--- src/rtl/dl11_pkg.sv ---
// DL11 serial line unit: shared register-map constants.
// Word offsets select one of the four 16-bit registers (byte address bits [2:1]).
package dl11_pkg;

  localparam logic [1:0] RCSR = 2'd0;
  localparam logic [1:0] RBUF = 2'd1;
  localparam logic [1:0] XCSR = 2'd2;
  localparam logic [1:0] XBUF = 2'd3;

  localparam int DONE_BIT = 7;
  localparam int RDY_BIT  = 7;
  localparam int IE_BIT   = 6;
  localparam int OVR_BIT  = 15;

  localparam int BYTE_W = 8;

endpackage

--- src/rtl/dl11_txfifo.sv ---
// DL11 transmit storage.
// With DL11_TXFIFO_EN defined this is a DEPTH-entry FIFO (DEPTH a power of two,
// >= 2); otherwise it is a single holding register that reads full while occupied.
// The caller must not push while full; pop is only acted on while not empty.
module dl11_txfifo
  import dl11_pkg::*;
#(
  parameter int DEPTH = 4
) (
  input  logic              clk,
  input  logic              rst,
  input  logic              push,
  input  logic              pop,
  input  logic [BYTE_W-1:0] wdata,
  output logic [BYTE_W-1:0] head,
  output logic              full,
  output logic              empty
);

`ifdef DL11_TXFIFO_EN
  localparam int AW = $clog2(DEPTH);
  localparam logic [AW:0] PTR_ONE = {{AW{1'b0}}, 1'b1};

  logic [BYTE_W-1:0] mem [DEPTH];
  logic [AW:0]       wr_ptr;
  logic [AW:0]       rd_ptr;

  // Pointers carry one extra wrap bit so full and empty are distinguishable.
  always_ff @(posedge clk or posedge rst) begin
    if (rst) begin
      wr_ptr <= '0;
      rd_ptr <= '0;
    end else begin
      if (push) wr_ptr <= wr_ptr + PTR_ONE;
      if (pop && !empty) rd_ptr <= rd_ptr + PTR_ONE;
    end
  end

  // Storage array; contents are only observed while non-empty, so no reset.
  always_ff @(posedge clk) begin
    if (push) mem[wr_ptr[AW-1:0]] <= wdata;
  end

  assign head  = mem[rd_ptr[AW-1:0]];
  assign empty = (wr_ptr == rd_ptr);
  assign full  = (wr_ptr[AW] != rd_ptr[AW]) && (wr_ptr[AW-1:0] == rd_ptr[AW-1:0]);
`else
  // DEPTH has no effect on the single-register build.
  localparam int unused_depth = DEPTH;

  logic              occupied;
  logic [BYTE_W-1:0] hold;

  // Single holding register: load on push, release on pop.
  always_ff @(posedge clk or posedge rst) begin
    if (rst) begin
      occupied <= 1'b0;
      hold     <= '0;
    end else begin
      if (push) begin
        occupied <= 1'b1;
        hold     <= wdata;
      end else if (pop) begin
        occupied <= 1'b0;
      end
    end
  end

  assign head  = hold;
  assign full  = occupied;
  assign empty = ~occupied;
`endif

endmodule

--- src/rtl/dl11_uart.sv ---
// DL11-style UART register block: RCSR/RBUF/XCSR/XBUF over a simple
// request/ack bus, with a byte-wide receive strobe and a transmit handshake.
// Bus: uartreq is a one-cycle pulse; uartack follows exactly one cycle later
// with uartrdata valid for that cycle. TX side: a byte moves when
// txvalid & txready are both high on a rising edge.
// Build option: DL11_TXFIFO_EN selects a TXFIFO_DEPTH-entry TX FIFO instead
// of a single holding register.
module dl11_uart
  import dl11_pkg::*;
#(
  parameter int TXFIFO_DEPTH = 4
) (
  input  logic        clk,
  input  logic        rst,
  input  logic        uartreq,
  input  logic [2:0]  uartaddr,
  input  logic        uartwr,
  input  logic [15:0] uartwdata,
  output logic        uartack,
  output logic [15:0] uartrdata,
  input  logic        rxvalid,
  input  logic [7:0]  rxdata,
  output logic        txvalid,
  output logic [7:0]  txdata,
  input  logic        txready,
  output logic        rxirq,
  output logic        txirq
);

  logic [1:0]  word;
  logic        rd_req;
  logic        wr_req;
  logic        rbuf_rd;
  logic        fifo_full;
  logic        fifo_empty;
  logic        fifo_push;
  logic        fifo_pop;
  logic        done;
  logic        ovr;
  logic        rie;
  logic        tie;
  logic [7:0]  rbyte;
  logic [15:0] rd_word;
  logic        unused_bits;

  assign word    = uartaddr[2:1];
  assign rd_req  = uartreq & ~uartwr;
  assign wr_req  = uartreq & uartwr;
  assign rbuf_rd = rd_req & (word == RBUF);

  // RDY is taken before any same-cycle dequeue, so a full buffer never accepts.
  assign fifo_push = wr_req & (word == XBUF) & ~fifo_full;
  assign fifo_pop  = ~fifo_empty & txready;

  assign txvalid = ~fifo_empty;

  // Byte address bit 0 and the upper write byte carry no meaning here.
  assign unused_bits = ^{uartaddr[0], uartwdata[15:8]};

  dl11_txfifo #(
    .DEPTH (TXFIFO_DEPTH)
  ) u_txfifo (
    .clk   (clk),
    .rst   (rst),
    .push  (fifo_push),
    .pop   (fifo_pop),
    .wdata (uartwdata[7:0]),
    .head  (txdata),
    .full  (fifo_full),
    .empty (fifo_empty)
  );

  // Read-data mux from current register state (XBUF reads as zero).
  always_comb begin
    rd_word = '0;
    case (word)
      RCSR: begin
        rd_word[DONE_BIT] = done;
        rd_word[IE_BIT]   = rie;
      end
      RBUF: begin
        rd_word[OVR_BIT] = ovr;
        rd_word[7:0]     = rbyte;
      end
      XCSR: begin
        rd_word[RDY_BIT] = ~fifo_full;
        rd_word[IE_BIT]  = tie;
      end
      default: rd_word = '0;
    endcase
  end

  // Bus response: every request is acked on the following cycle.
  always_ff @(posedge clk or posedge rst) begin
    if (rst) begin
      uartack   <= 1'b0;
      uartrdata <= '0;
    end else begin
      uartack   <= uartreq;
      uartrdata <= rd_req ? rd_word : 16'h0000;
    end
  end

  // Receive side: a new byte wins over a coincident RBUF read, which only
  // suppresses the overrun flag.
  always_ff @(posedge clk or posedge rst) begin
    if (rst) begin
      done  <= 1'b0;
      ovr   <= 1'b0;
      rbyte <= '0;
    end else if (rxvalid) begin
      rbyte <= rxdata;
      done  <= 1'b1;
      ovr   <= rbuf_rd ? 1'b0 : (ovr | done);
    end else if (rbuf_rd) begin
      done <= 1'b0;
      ovr  <= 1'b0;
    end
  end

  // Interrupt-enable bits, written through their CSRs.
  always_ff @(posedge clk or posedge rst) begin
    if (rst) begin
      rie <= 1'b0;
      tie <= 1'b0;
    end else begin
      if (wr_req && word == RCSR) rie <= uartwdata[IE_BIT];
      if (wr_req && word == XCSR) tie <= uartwdata[IE_BIT];
    end
  end

  // Registered level interrupts, one cycle behind their sources.
  always_ff @(posedge clk or posedge rst) begin
    if (rst) begin
      rxirq <= 1'b0;
      txirq <= 1'b0;
    end else begin
      rxirq <= done & rie;
      txirq <= ~fifo_full & tie;
    end
  end

endmodule

--- config.mk ---
export PLATFORM = sky130hd
export DESIGN_NAME = dl11_uart
export DESIGN_NICKNAME = d
export VERILOG_FILES = /design/src/rtl/dl11_pkg.sv /design/src/rtl/dl11_txfifo.sv /design/src/rtl/dl11_uart.sv
export SDC_FILE = /design/constraint.sdc
export NUM_CORES = 1
export LEC_CHECK = 0
export CAP_MARGIN = 40
export CORE_UTILIZATION = 43
export DETAILED_ROUTE_END_ITERATION = 16
export PLACE_DENSITY = 0.84
export SYNTH_ARGS = -nofsm -noshare
export SYNTH_HDL_FRONTEND = slang
export SYNTH_SLANG_ARGS = --single-unit
--- constraint.sdc ---
create_clock -name clk -period 1.9 [get_ports clk]
set_input_delay 0.38 -clock clk [delete_from_list [all_inputs] [get_ports clk]]
set_output_delay 0.38 -clock clk [all_outputs]
set_load 0.05 [all_outputs]
==> qor.csv, run 1 <==
metric;value;unit
Flop pwr share;43.8;%
clock skew;0.00370;ns
Mean Syn Cell Area;14.5;um^2
CTS max path bufs;2;
Switching Fraction;33.2;%
antenna-violating nets left;0;
Hold Buf Count CTS;0;
Initial Util;46.7;%
critical path class;reg2out;
status;finished with violations;
footprint of the multi-input gates;434;um^2
Worst path top cell family by delay;buffers and inverters;
total global routing overflow;0;
placed cell count;166;
WP data arrival;1.47;ns
FF+latch area;826;um^2
period utilization;97.5;%
ant diodes;0;
worst min-delay path class;in2async;
Hold Slack;0.412;ns
H-tree levels;2;
Tot Pwr;1.89;mW
Crit-path slowest cell;clkdlybuf4s50_1;
Slew @ Worst Pin;0.515;ns
I/O pin count;61;
Post-Route Utilization;66.4;%
Cell Int Power;1.26;mW
IO Port Bufs;44;
Max FO, Critical Path;1;
CTS tree;done;
Yosys top cell area share;62.6;%
row count;19;
Synth cell types;23;
CP Launch Type;flop;
area leader, netlist;dfrtp_1;
first-pass GRT wire length;3.74;mm
Critical path origin;uartrdata[6];
RSZ-0062 raised after global routing;false;
CP bufs+invs;1;
placed inst area;1770;um^2
Die H;57.4;um
Reg2Reg Launch Point;u_txfifo.full;
Clock Latency Late Sink;0.34;ns
max incr delay on CP;0.80;ns
vias in the first global route;809;
total leakage power;0.981;nW
Die Wd;57.4;um
CTS buffer count;5;
final hold violation count;0;
RePlAce Congestion;0.718;
WL final;2.35;mm
Setup Fix Bufs, Post-CTS;0;
Crit path depth;1;
Syn. warnings;0;
setup TNS;0;ns
number of fill cells;196;
CP required;1.52;ns
Final Max Slew Viols;0;
design area;1880;um^2
clock root buffer;clkbuf_4;
pwr dens;1010;nW/um^2
Final min period;1.85;ns
Final #Nets;175;
Syn Std Cell Area;1320;um^2
CORE AREA;2830;um^2
Iteration-0 DRC Markers;18;
share of cells above drive strength 1;23.1;%
flops & latches, synth;33;
Gate power share;28.0;%
Die Area;3300;um^2
GRT Total Usage;15.7;%
Max VDD drop;0.496;mV
max-cap violations;0;
Clock Power Share;28.2;%
initial antenna violation count;0;
Post-DP HPWL;1.66;mm
Routed WL per cell;13.5;um
post-synthesis sequential area ratio;62.6;%
vias per cell;4.90;
top area cells in the synthesized netlist;dfrtp_1, mux2_2, buf_4;
Syn Inst Count;91;
DRC Markers;5;
via count;852;
worst path cell trace;clkdlybuf4s50_1;
crit end category;primary output;
total clock sinks;33;
relative slew slack;65.6;%
Area growth syn-to-layout;42.3;%
fmax;540;MHz
Setup WS pre-CTS;0.0303;ns
failing checks;DRC;
Worst Slack Setup Final;0.0481;ns
clock-pin slew on the worst setup and hold paths;0.11;ns
pin count of the biggest net entering global routing;34;
switching pwr;627;uW
final setup fails;0;
Non-Filler Instances;174;
first drt pass iteration count;10;
worst r2r path cells;3;
[routing by layer]
metal  part of all wire, %  GRT usage, %  vias to the layer above
met2                    52          25.4                       32
met1                    39          18.4                      417
li1                      -             -                      397
met5                     0             0                        -
met3                   6.8          6.12                        6
met4                   2.4          7.32                        0
[registers in the layout, summed over array words and instances, names as in the netlist]
signal / flops
tie: 1
u_txfifo.full: 1
ovr: 1
txirq: 1
rie: 1
rxirq: 1
done: 1
uartack: 1
rbyte: 8
uartrdata: 9
u_txfifo.head: 8
[layout by cell type (no fill, tap or decap), drive strengths merged]
| master | Yosys | layout |
|---|---|---|
| and2b | 1 | 1 |
| dfrtp | 33 | 33 |
| mux2i | 2 | 2 |
| nand3b | 1 | 1 |
| nor2 | 1 | 1 |
| nor4b | 1 | 1 |
| nand2 | 1 | 1 |
| buf | 8 | 4 |
| and3b | 2 | 2 |
| o21bai | 1 | 1 |
| clkinv | 0 | 1 |
| a21oi | 1 | 1 |
| clkdlybuf4s50 | 0 | 29 |
| nor3 | 1 | 1 |
| bufinv | 0 | 1 |
| dlygate4sd2 | 0 | 4 |
| conb | 1 | 7 |
| o21ai | 2 | 2 |
| clkinvlp | 0 | 1 |
| nor2b | 1 | 1 |
| o2bb2ai | 1 | 1 |
| mux2 | 18 | 18 |
| inv | 4 | 4 |
| and2 | 8 | 8 |
| clkbuf | 1 | 5 |
| dlymetal6s2s | 0 | 10 |
| nand4 | 2 | 2 |
[power groups by stage]
stage / combinational [mW] / sequential, mW / clock, mW
after floorplan: 0.151 / 1.05 / 0
after global placement: 0.541 / 0.838 / 0
after detailed placement: 0.550 / 0.845 / 0
after CTS: 0.536 / 0.830 / 0.536
after global routing: 0.550 / 0.838 / 0.574
final: 0.528 / 0.828 / 0.532
[cell usage after synthesis]
| library cell | number |
|---|---|
| dfrtp_1 | 33 |
| nand4_1 | 1 |
| inv_1 | 4 |
| nor2_1 | 1 |
| nor3_1 | 1 |
| and3b_1 | 2 |
| nor2b_1 | 1 |
| a21oi_1 | 1 |
| o21bai_1 | 1 |
| buf_6 | 1 |
| o21ai_0 | 2 |
| nor4b_4 | 1 |
| mux2i_1 | 2 |
| buf_4 | 7 |
| nand2_1 | 1 |
| and2_1 | 8 |
| nand3b_1 | 1 |
| nand4_4 | 1 |
| mux2_2 | 18 |
| clkbuf_1 | 1 |
| conb_1 | 1 |
| and2b_2 | 1 |
| o2bb2ai_1 | 1 |
[final timing paths]
check / to / slack, ns
worst min register to register: uartrdata[0] / 0.49
worst min-delay path: u_txfifo.head[5] / 0.41
max in group asynchronous: rbyte[2] / 1.21
worst max register to register: u_txfifo.head[1] / 0.58
min in group clk: uartrdata[0] / 0.49
worst max-delay path: uartrdata[6] / 0.05
[logic make-up (layout without fill, tap and decap cells)]
logic type	Yosys count	count (layout)	share of synthesized area (%)
flops	33	33	62.6
other cells	1	7	0.284
mux	20	20	16.9
buf+inv	13	59	6.26
simple gates	19	19	11.7
compound gates	5	5	2.37
[layout make-up]
class / count / share of cell area [%]
clock buffers: 5 / 2.00
repair buffers: 47 / 25.6
clock inverters: 3 / 2.47
inverters: 4 / 0.799
well taps: 31 / 2.07
multi-input cells: 51 / 23.1
flip-flops and latches: 33 / 44.0
[repair_timing]
item | in CTS | in global routing
gates resized for setup | 4 | 10
cloned | 0 | 0
endpoints found under the setup margin | 4 | 10
Power figures use the tool's default switching activity.
==> run 2, diff against run 1 <==
- CORE_ASPECT_RATIO: not set -> 1.25
==> run 2 against run 1 <==
  * Via count decreased by 2.0%
  * Critical path type unchanged
  * Core utilization decreased by 3.0 points
  * Maximum frequency increased by 0.80%
  * The run now ends clean
  * Largest cell class unchanged
  * Critical path depth unchanged
  * Worst hold slack improved by 0.011 ns
  * First-iteration DRC count decreased by 67%
  * Largest power group unchanged
  * Critical endpoint is now uartrdata[3]
  * Sequential share of layout area increased by 0.65 points
  * Setup slack improved by 0.015 ns
  * Power decreased by 7.8%
==> qor.csv, run 2 (synthesized netlist as in run 1, its figures left out) <==
metric;value;unit;change
CP required;1.52;ns;about the same
final hold violation count;0;;unchanged
vias in the first global route;808;;was 809
IO Port Bufs;44;;unchanged
Post-DP HPWL;1.73;mm;was 1.66 mm
Worst path top cell family by delay;buffers and inverters;;unchanged
final setup fails;0;;unchanged
status;complete, no violations;;was finished with violations
antenna-violating nets left;0;;unchanged
Non-Filler Instances;178;;was 174
row count;22;;was 19
GRT Total Usage;16.4;%;was 15.7%
WP data arrival;1.46;ns;was 1.47 ns
worst r2r path cells;3;;unchanged
total global routing overflow;0;;unchanged
clock skew;0.00285;ns;was 0.00370 ns
max incr delay on CP;0.80;ns;about the same
CTS tree;done;;unchanged
pin count of the biggest net entering global routing;34;;unchanged
Reg2Reg Launch Point;u_txfifo.full;;unchanged
clock-pin slew on the worst setup and hold paths;0.09;ns;was 0.11 ns
RSZ-0062 raised after global routing;false;;unchanged
Die Wd;51.6;um;was 57.4 um
Initial Util;45.2;%;was 46.7%
I/O pin count;61;;unchanged
max reg flops;9;;unchanged
Top reg by flops;uartrdata;;unchanged
clock root buffer;clkbuf_4;;unchanged
design area;1850;um^2;was 1880 um^2
ant diodes;0;;unchanged
total clock sinks;33;;unchanged
CTS resizes;2;;was 4
via count;835;;was 852
CORE AREA;2920;um^2;was 2830 um^2
RePlAce Congestion;0.727;;was 0.718
CTS max path bufs;2;;unchanged
Final #Nets;175;;unchanged
WL final;2.30;mm;was 2.35 mm
crit end category;primary output;;unchanged
pwr dens;941;nW/um^2;was 1010 nW/um^2
CP Launch Type;flop;;unchanged
critical path class;reg2out;;unchanged
Slew @ Worst Pin;0.509;ns;was 0.515 ns
Final Max Slew Viols;0;;unchanged
period utilization;96.7;%;was 97.5%
H-tree levels;2;;unchanged
worst reg-to-reg setup slack;0.56;ns;was 0.58 ns
Iteration-0 DRC Markers;6;;was 18
CP bufs+invs;1;;unchanged
FF-to-FF End;u_txfifo.head[5];;was u_txfifo.head[1]
total leakage power;0.911;nW;was 0.981 nW
relative slew slack;66.0;%;was 65.6%
vias per cell;4.69;;was 4.90
max-cap violations;0;;unchanged
Max FO, Critical Path;1;;unchanged
placed inst area;1780;um^2;was 1770 um^2
most common cell after layout, fill and taps aside;clkdlybuf4s50_1;;was dfrtp_1
initial antenna violation count;0;;unchanged
first-pass GRT wire length;3.71;mm;was 3.74 mm
CTS buffer count;5;;unchanged
Clock Latency Late Sink;0.33;ns;was 0.34 ns
fmax;544;MHz;was 540 MHz
Die Area;3300;um^2;about the same
Die H;63.9;um;was 57.4 um
Area growth syn-to-layout;40.2;%;was 42.3%
Routed WL per cell;12.9;um;was 13.5 um
placed cell count;171;;was 166
Tot Pwr;1.74;mW;was 1.89 mW
Final min period;1.84;ns;was 1.85 ns
Setup Fix Bufs, Post-CTS;0;;unchanged
worst min-delay path class;in2async;;unchanged
Hold Buf Count CTS;0;;unchanged
most frequent cells in the layout;clkdlybuf4s50_1, dfrtp_1, mux2_2;;was dfrtp_1, clkdlybuf4s50_1, mux2_2
share of cells above drive strength 1;21.8;%;was 23.1%
worst path cell trace;clkdlybuf4s50_1;;unchanged
first drt pass iteration count;4;;was 10
setup TNS;0;ns;unchanged
Crit-path slowest cell;clkdlybuf4s50_1;;unchanged
Max VDD drop;0.608;mV;was 0.496 mV
DRC Markers;0;;was 5
Post-Route Utilization;63.4;%;was 66.4%
==> run 2: cell types whose count changed in the layout (fill, tap and decap cells not counted), sizes merged <==
cell,change
bufinv,-1
clkdlybuf4s50,+5
clkbuf,+2
clkinv,-1
dlygate4sd2,-2
clkinvlp,-1
dlymetal6s2s,-3
==> run 2: worst max-delay path by stage <==
stage | startpoint | cells past startpoint | endpoint
floorplan | u_txfifo.full | 3 | u_txfifo.head[0]
global placement | uartaddr[1] | 4 | uartrdata[15]
detailed placement | uartaddr[1] | 4 | uartrdata[1]
CTS | u_txfifo.head[1] | 1 | txdata[1]
global route | uartrdata[3] | 1 | uartrdata[3]
finish | uartrdata[3] | 1 | uartrdata[3]
==> run 2: through the flow <==
| stage | hold WS, ns | setup WS, ns |
|---|---|---|
| 2_1_floorplan | 0.411 | 0.369 |
| 3_3_place_gp | 0.455 | 0.0540 |
| 3_5_place_dp | 0.465 | 0.00422 |
| 4_1_cts | 0.417 | 0.00121 |
| 5_1_grt | 0.475 | 0.000297 |
| 6_report | 0.423 | 0.0627 |
==> run 2: power breakdown <==
part | switching, mW | total [mW] | internal, mW
Combinational | 0.331 | 0.533 | 0.202
Sequential | 0.0398 | 0.828 | 0.788
Clock | 0.206 | 0.380 | 0.174
Total | 0.576 | 1.74 | 1.16
==> run 2: layout make-up <==
class                      count  area, um^2
clock buffer                   7        55.1
timing repair buffer          47         475
multi-input combinational     51         434
sequential                    33         826
inverter                       4        15.0
tap                           36        45.0
fill                         239        1070
==> run 2: layer usage <==
layer / vias to the layer above / share of wire [%] / GRT usage [%]
met5: - / 0 / 0
met4: 0 / 3.3 / 12.2
met3: 6 / 5.1 / 5.00
met2: 28 / 53 / 26.1
met1: 407 / 38 / 17.8
li1: 394 / - / -
==> run 3, diff against run 2 <==
- SKIP_CTS_REPAIR_TIMING: not set -> 1
==> run 3 against run 2 <==
  * Worst hold slack is essentially flat
  * Via count grew 0.84%
  * Clock skew is essentially flat
  * Sequential share of layout area shrank 0.18 points
  * Critical path depth is the same
  * Non-clock buffer count is the same
  * Critical path type unchanged
==> qor.csv, run 3 (synthesized netlist as in run 1, its figures left out) <==
metric;value;unit;change
status;complete, no violations;;unchanged
Post-DP HPWL;1.73;mm;unchanged
period utilization;96.7;%;about the same
placed inst area;1780;um^2;unchanged
most frequent cells in the layout;clkdlybuf4s50_1, dfrtp_1, mux2_2;;unchanged
CP bufs+invs;1;;unchanged
vias per cell;4.73;;was 4.69
worst r2r path cells;3;;unchanged
Reg2Reg Launch Point;u_txfifo.full;;unchanged
Top reg by flops;uartrdata;;unchanged
Crit path depth;1;;unchanged
Area growth syn-to-layout;40.8;%;was 40.2%
Crit-path slowest cell;clkdlybuf4s50_1;;unchanged
Die Wd;51.6;um;unchanged
clock root buffer;clkbuf_4;;unchanged
Worst path top cell family by delay;buffers and inverters;;unchanged
initial antenna violation count;0;;unchanged
CTS tree;done;;unchanged
FF-to-FF End;u_txfifo.head[5];;unchanged
total leakage power;0.929;nW;was 0.911 nW
Die H;63.9;um;unchanged
Hold Slack;0.423;ns;about the same
vias in the first global route;808;;unchanged
total clock sinks;33;;unchanged
fmax;544;MHz;about the same
Die Area;3300;um^2;unchanged
Initial Util;45.2;%;unchanged
pin count of the biggest net entering global routing;34;;unchanged
most common cell after layout, fill and taps aside;clkdlybuf4s50_1;;unchanged
Iteration-0 DRC Markers;5;;was 6
WL final;2.30;mm;about the same
pwr dens;940;nW/um^2;was 941 nW/um^2
CTS max path bufs;2;;unchanged
CP Launch Type;flop;;unchanged
DRC Markers;0;;unchanged
Final min period;1.84;ns;about the same
final setup fails;0;;unchanged
worst reg-to-reg setup slack;0.56;ns;about the same
clock skew;0.00298;ns;was 0.00285 ns
Worst Slack Setup Final;0.0625;ns;was 0.0627 ns
row count;22;;unchanged
Routed WL per cell;12.9;um;about the same
GRT Total Usage;16.3;%;was 16.4%
relative slew slack;65.2;%;was 66.0%
share of cells above drive strength 1;21.8;%;unchanged
RSZ-0062 raised after global routing;false;;unchanged
RePlAce Congestion;0.727;;unchanged
Tot Pwr;1.75;mW;was 1.74 mW
Max VDD drop;0.618;mV;was 0.608 mV
ant diodes;0;;unchanged
Final #Nets;175;;unchanged
worst min-delay path class;in2async;;unchanged
Max FO, Critical Path;1;;unchanged
critical path class;reg2out;;unchanged
WP data arrival;1.46;ns;about the same
crit end category;primary output;;unchanged
total global routing overflow;0;;unchanged
CTS buffer count;5;;unchanged
Post-Route Utilization;63.7;%;was 63.4%
Final Max Slew Viols;0;;unchanged
worst path cell trace;clkdlybuf4s50_1;;unchanged
design area;1860;um^2;was 1850 um^2
first-pass GRT wire length;3.69;mm;was 3.71 mm
max-cap violations;0;;unchanged
Clock Latency Late Sink;0.33;ns;about the same
H-tree levels;2;;unchanged
max reg flops;9;;unchanged
via count;842;;was 835
Slew @ Worst Pin;0.521;ns;was 0.509 ns
I/O pin count;61;;unchanged
IO Port Bufs;44;;unchanged
clock-pin slew on the worst setup and hold paths;0.09;ns;about the same
CP required;1.52;ns;about the same
Setup WS pre-CTS;0.00422;ns;unchanged
max incr delay on CP;0.80;ns;about the same
final hold violation count;0;;unchanged
first drt pass iteration count;4;;unchanged
antenna-violating nets left;0;;unchanged
CORE AREA;2920;um^2;unchanged
==> run 3: changes by cell type in the layout (fill, tap and decap cells not counted) <==
cell,change
dlymetal6s2s_1,+2
dlygate4sd2_1,-2
==> run 3: per-layer routing <==
layer | global-route usage (%) | share of wire (%) | vias up
met2 | 26.1 | 53 | 34
li1 | - | - | 393
met4 | 12.2 | 3.4 | 0
met1 | 17.7 | 37 | 409
met3 | 5.00 | 6.1 | 6
met5 | 0 | 0 | -
==> run 3: how the worst max path moves through the flow <==
stage,from,end,slack (ns)
after floorplan,u_txfifo.full,u_txfifo.head[0],0.37
after global placement,uartaddr[1],uartrdata[15],0.05
after detailed placement,uartaddr[1],uartrdata[1],0.004
after CTS,u_txfifo.head[5],txdata[5],-0.02
after global routing,uartrdata[3],uartrdata[3],0.0003
final,uartrdata[3],uartrdata[3],0.06
==> run 3: where the power goes <==
group	switching, mW	internal [mW]
clock	0.206	0.174
combinational	0.331	0.208
sequential	0.0397	0.788
==> run 3: final cells by class <==
class	instances	area, um^2
clock buffers	7	55.1
fillers	239	1060
inverters	4	15.0
multi-input cells	51	434
flip-flops and latches	33	826
well taps	36	45.0
repair buffers	47	483
==> run 3: per-stage QoR <==
stage / setup TNS, ns / instances
after floorplan: 0 / 97
after global placement: 0 / 171
after detailed placement: 0 / 171
after CTS: -0.0281 / 178
after global routing: 0 / 178
final: 0 / 178
